===== src/rtl/bitmap_index_scanner.sv =====
// bitmap_index_scanner
//   Accepts a WIDTH-bit bitmap and streams out the positions of its set bits,
//   lowest first, one index per accepted handshake. When the last index is
//   accepted, or when the scan is aborted, the block pulses done for one cycle.
//   done_count then reports how many indices were accepted downstream.
//
// Ports
//   clk        : clock; all state updates on the rising edge
//   rst_n      : asynchronous active-low reset
//   in_valid   : in_vec is presented (taken only in IDLE)
//   in_ready   : high in IDLE, when a new vector can be loaded
//   in_vec     : bitmap to scan
//   abort      : cancels the current scan (in IDLE it also blocks a load)
//   out_valid  : out_index/out_last are valid
//   out_ready  : downstream accepts out_index
//   out_index  : position of the lowest bit still pending
//   out_last   : out_index is the final pending bit
//   done       : one-cycle pulse when a scan completes or is aborted
//   done_count : indices accepted in the finished scan; held until next done
module bitmap_index_scanner #(
  parameter int WIDTH = 128,
  parameter int IDX_W = 8
) (
  input  logic             clk,
  input  logic             rst_n,
  input  logic             in_valid,
  output logic             in_ready,
  input  logic [WIDTH-1:0] in_vec,
  input  logic             abort,
  output logic             out_valid,
  input  logic             out_ready,
  output logic [IDX_W-1:0] out_index,
  output logic             out_last,
  output logic             done,
  output logic [IDX_W-1:0] done_count
);

  typedef enum logic {
    S_IDLE = 1'b0,
    S_SCAN = 1'b1
  } state_t;

  localparam logic [WIDTH-1:0] MASK_ONE = WIDTH'(1);
  localparam logic [IDX_W-1:0] CNT_ONE  = IDX_W'(1);

  state_t           r_state,      w_state_nxt;
  logic [WIDTH-1:0] r_mask,       w_mask_nxt;
  logic [IDX_W-1:0] r_cnt,        w_cnt_nxt;
  logic             r_done,       w_done_nxt;
  logic [IDX_W-1:0] r_done_count, w_done_count_nxt;

  logic [WIDTH-1:0] w_mask_rest;
  logic             w_mask_nz;
  logic             w_single;
  logic             w_xfer;
  logic [IDX_W-1:0] w_low_idx;
  logic [IDX_W-1:0] w_cnt_inc;

  // Subtracting one flips the lowest set bit and everything below it, so the
  // AND leaves the mask with exactly that lowest bit removed. If nothing is
  // left, the mask held a single bit.
  assign w_mask_nz   = |r_mask;
  assign w_mask_rest = r_mask & (r_mask - MASK_ONE);
  assign w_single    = w_mask_nz & ~(|w_mask_rest);
  assign w_cnt_inc   = r_cnt + CNT_ONE;

  // Lowest-set-bit encoder: scanning downward lets the lowest hit win.
  always_comb begin
    w_low_idx = '0;
    for (int i = WIDTH - 1; i >= 0; i--) begin
      if (r_mask[i]) w_low_idx = IDX_W'(i);
    end
  end

  assign in_ready   = (r_state == S_IDLE);
  assign out_valid  = (r_state == S_SCAN) & w_mask_nz;
  assign out_index  = w_low_idx;
  assign out_last   = out_valid & w_single;
  assign done       = r_done;
  assign done_count = r_done_count;

  assign w_xfer = out_valid & out_ready;

  always_ff @(posedge clk or negedge rst_n) begin
    if (!rst_n) begin
      r_state      <= S_IDLE;
      r_mask       <= '0;
      r_cnt        <= '0;
      r_done       <= 1'b0;
      r_done_count <= '0;
    end else begin
      r_state      <= w_state_nxt;
      r_mask       <= w_mask_nxt;
      r_cnt        <= w_cnt_nxt;
      r_done       <= w_done_nxt;
      r_done_count <= w_done_count_nxt;
    end
  end

  always_comb begin
    w_state_nxt      = r_state;
    w_mask_nxt       = r_mask;
    w_cnt_nxt        = r_cnt;
    w_done_nxt       = 1'b0;
    w_done_count_nxt = r_done_count;

    case (r_state)
      S_IDLE: begin
        // abort while idle suppresses the load entirely
        if (in_valid && !abort) begin
          w_mask_nxt = in_vec;
          w_cnt_nxt  = '0;
          if (|in_vec) begin
            w_state_nxt = S_SCAN;
          end else begin
            // nothing to scan: finish immediately with an empty result
            w_done_nxt       = 1'b1;
            w_done_count_nxt = '0;
          end
        end
      end

      S_SCAN: begin
        // abort wins over a transfer in the same cycle, so that transfer
        // is not counted
        if (abort) begin
          w_mask_nxt       = '0;
          w_state_nxt      = S_IDLE;
          w_done_nxt       = 1'b1;
          w_done_count_nxt = r_cnt;
        end else if (w_xfer) begin
          w_mask_nxt = w_mask_rest;
          w_cnt_nxt  = w_cnt_inc;
          if (w_single) begin
            w_state_nxt      = S_IDLE;
            w_done_nxt       = 1'b1;
            w_done_count_nxt = w_cnt_inc;
          end
        end
      end

      default: w_state_nxt = S_IDLE;
    endcase
  end

endmodule

===== config.mk =====
export PLATFORM = sky130hd
export DESIGN_NAME = bitmap_index_scanner
export DESIGN_NICKNAME = d
export VERILOG_FILES = /design/src/rtl/bitmap_index_scanner.sv
export SDC_FILE = /design/constraint.sdc
export NUM_CORES = 1
export LEC_CHECK = 0
export CAP_MARGIN = 20
export CORE_UTILIZATION = 35
export DETAILED_ROUTE_END_ITERATION = 10
export GPL_ROUTABILITY_DRIVEN = 0
export SETUP_SLACK_MARGIN = 0.3
export SYNTH_ARGS = -nofsm -noshare
export SYNTH_HDL_FRONTEND = slang
export SYNTH_SLANG_ARGS = --single-unit

===== constraint.sdc =====
create_clock -name clk -period 5.8 [get_ports clk]
set_input_delay 0.87 -clock clk [delete_from_list [all_inputs] [get_ports clk]]
set_output_delay 0.87 -clock clk [all_outputs]
set_load 0.01 [all_outputs]

==> flow_metrics.env, run 1 <==
export IMPL_crit_chain="or4_1 -> nor4_4 -> nand2_4 -> buf_4 -> or4b_2 -> a21bo_2 -> a211oi_1 -> nand4_1 -> nor4_4 -> buf_4 -> dlygate4sd2_1"
export IMPL_p_total_uw=4380
export IMPL_ff2ff_path_depth=12
export IMPL_fillCellCount=3029
export IMPL_clkLatencyLatePin_ns=0.46
export IMPL_syn_area_um2=10700
export IMPL_async_flop_share=1.00
export IMPL_synth_edf_count=0
export IMPL_fmax_mhz=182
export IMPL_die_w_um=177
export IMPL_fin_crit_sh=0.946
export IMPL_ys_types=77
export IMPL_worst_setup_path_end_kind="primary output"
export IMPL_clk_path_buf_depth=2
export IMPL_fin_ws_ns=0.312
export IMPL_drt_iter0_markers=1747
export IMPL_viasPerCell=6.63
export IMPL_nets=1645
export IMPL_first_global_vias=11900
export IMPL_use_met2=0.448
export IMPL_reg2reg_from="r_mask[38]"
export IMPL_grt_use_total=0.301
export IMPL_leakagePower_uw=0.00528
export IMPL_drive_above_1_share=0.108
export IMPL_cp_top_family="simple AND/OR/NAND/NOR gates"
export IMPL_yosysWarnings=0
export IMPL_crit_path_start="r_mask[38]"
export IMPL_vdd_drop_max_mv=0.206
export IMPL_drc=0
export IMPL_firstDrtPassIters=7
export IMPL_grt_use_met3=0.0741
export IMPL_grt_remaining_overflow=0
export IMPL_diodes=0
export IMPL_slew_headroom=0.159
export IMPL_cts_hold_buf=0
export IMPL_max_cap_violations=0
export IMPL_finalMaxSlewViolations=0
export IMPL_grt_util_met1=0.414
export IMPL_wl_per_cell_um=24.5
export IMPL_dieArea_um2=31300
export IMPL_vias=12700
export IMPL_core_um2=29900
export IMPL_syn_instance_count=1374
export IMPL_critPathArrivalTime_ns=4.62
export IMPL_utilization=0.458
export IMPL_io_pins=153
export IMPL_report_final_hold_viol_count=0
export IMPL_required_ns=4.93
export IMPL_wl_um=46800
export IMPL_cpMaxStageDelayCell="or4b_2"
export IMPL_cp_depth=11
export IMPL_ctsRootBufferMaster="clkbuf_16"
export IMPL_ys_seq_area_frac=0.341
export IMPL_io_buffers=151
export IMPL_dieHeight_um=177
export IMPL_tightest_slew_ns=1.25
export IMPL_synth_seq_cells=146
export IMPL_fin_crit_ns=5.49
export IMPL_grt_max_degree=95
export IMPL_num_rows=63
export IMPL_hp_start="done_count[5]"
export IMPL_cts_clk_slew_worst_paths_ns=0.08
export IMPL_dp_cells=1870
export IMPL_cts_tree="yes"
export IMPL_hold_depth=1
export IMPL_drtAntennaViolNets=0
export IMPL_status="completed"
export IMPL_syn_num_nets=1508
export IMPL_dp_hpwl_um=34300
export IMPL_hold_path_class="flip-flop to flip-flop"
export IMPL_cp_start_kind="flip-flop"
export IMPL_slowest_delay_ns=0.68
export IMPL_yosys_most_used_dff="dfrtp_1"
export IMPL_numCtsBuffers=17
export IMPL_skew_ns=0.0218
export IMPL_instances_no_fill=1913
export IMPL_rsz0062_at_grt="yes"
export IMPL_start_util=0.359
export IMPL_syn_to_final_growth_pct=27.5
export IMPL_cts_num_sinks=146
export IMPL_setup_viol=0
export IMPL_avgSynthCellArea_um2=7.80
export IMPL_power_density_nw_per_um2=320
export IMPL_critical_path_class="flip-flop to primary output"
export IMPL_antenna_found_initial=0
export IMPL_fin_hold_ws_ns=0.499
export IMPL_cts_max_level=4
export IMPL_crit_path_max_fanout=8
export IMPL_busiest_layer="met2"
export IMPL_place_ws_ns=-0.0867
export IMPL_grt_pass1_wl_um=71900
export IMPL_crit_buf_inv=3
-- synth_stat cells, drive strengths merged, types with 12 or more instances --
cell | n | area (um^2)
a2111oi | 13 | 133
or4 | 33 | 259
a22o | 107 | 937
nor3 | 45 | 225
clkbuf | 102 | 383
inv | 40 | 150
nand3 | 38 | 190
a21o | 13 | 97.6
a21oi | 70 | 350
or3 | 15 | 93.8
nand4 | 35 | 219
nor4 | 103 | 669
a211oi | 12 | 90.1
dfrtp | 146 | 3650
o21ai | 147 | 736
o31ai | 26 | 209
o41ai | 13 | 114
nand2 | 169 | 634
nor2 | 99 | 372
-- registers in the layout, summed over array words and instances, names as in the netlist --
name	count
done_count	8
r_cnt	8
r_state	1
r_mask	128
done	1
-- through the flow --
stage,cell area [um^2],setup TNS [ns]
after floorplan,10700,0
after global placement,12800,-0.0153
after detailed placement,12800,-0.0867
after CTS,13600,0
after global routing,13700,0
final,13700,0
-- logic make-up (layout without fill, tap and decap cells) --
logic type | Yosys count | in the layout | share of synthesized area
AOI/OAI and AO/OA | 482 | 482 | 0.311
xor gates and xnor gates | 6 | 6 | 0.00490
adders and majority gates | 2 | 2 | 0.00210
buffers and inverters | 150 | 299 | 0.0556
DFF | 146 | 146 | 0.341
muxes | 1 | 1 | 0.00105
other | 1 | 1 | 0.000350
and+or+nand+nor | 586 | 586 | 0.284
-- placed cells by master (no fill, tap or decap), types with 24 or more instances in the layout --
cell type        count
nand3_1             38
dfrtp_1            142
o31ai_1             24
nand2_1            168
or4_1               25
nor3_1              44
nor2_1              97
nand4_1             35
nor4_1              90
o21ai_0            145
inv_1               40
a21oi_1             69
clkdlybuf4s50_1    149
a22o_1             107
buf_4               76
-- power breakdown --
group / internal (uW) / switching (uW)
registers: 1190 / 400
logic: 684 / 916
clock network: 680 / 506
total: 2560 / 1820
-- cell type report --
class                   instances  area [um^2]  share of cell area
repair buffers                228         2100               0.154
multi-input cells            1078         6670               0.488
flip-flops and latches        146         3660               0.268
inverters                      40          150              0.0110
well taps                     390          488              0.0357
clock inverters                14          180              0.0132
clock buffers                  17          425              0.0311
-- final timing paths --
| kind | to | slack [ns] |
|---|---|---|
| setup / recovery | out_last | 0.31 |
| hold / removal | done_count[5] | 0.50 |
| setup reg to reg | done_count[1] | 0.85 |
| hold reg to reg | done_count[5] | 0.50 |
| max in group asynchronous | r_mask[73] | 3.96 |
| min in group asynchronous | r_mask[10] | 0.51 |
-- repair_timing --
action | 4_1_cts | 5_1_grt
pin swaps | 10 | 1
endpoints found under the hold margin | 0 | 0
resized for setup | 36 | 5
endpoints found under the setup margin | 1 | 2
setup buffers | 11 | 1
-- routing by layer --
| metal | share of wire | vias to the layer above |
|---|---|---|
| met3 | 0.11 | 142 |
| met2 | 0.43 | 821 |
| met5 | 0 | - |
| met1 | 0.42 | 6117 |
| met4 | 0.042 | 0 |
| li1 | - | 5596 |
Note: power is estimated with default switching activity, not from simulation.
==> run 2, diff against run 1 <==
Settings changed: HOLD_SLACK_MARGIN from default to 0.08.
==> results of run 2 <==
The final DEF is identical to that of run 1; final timing and power are the same.
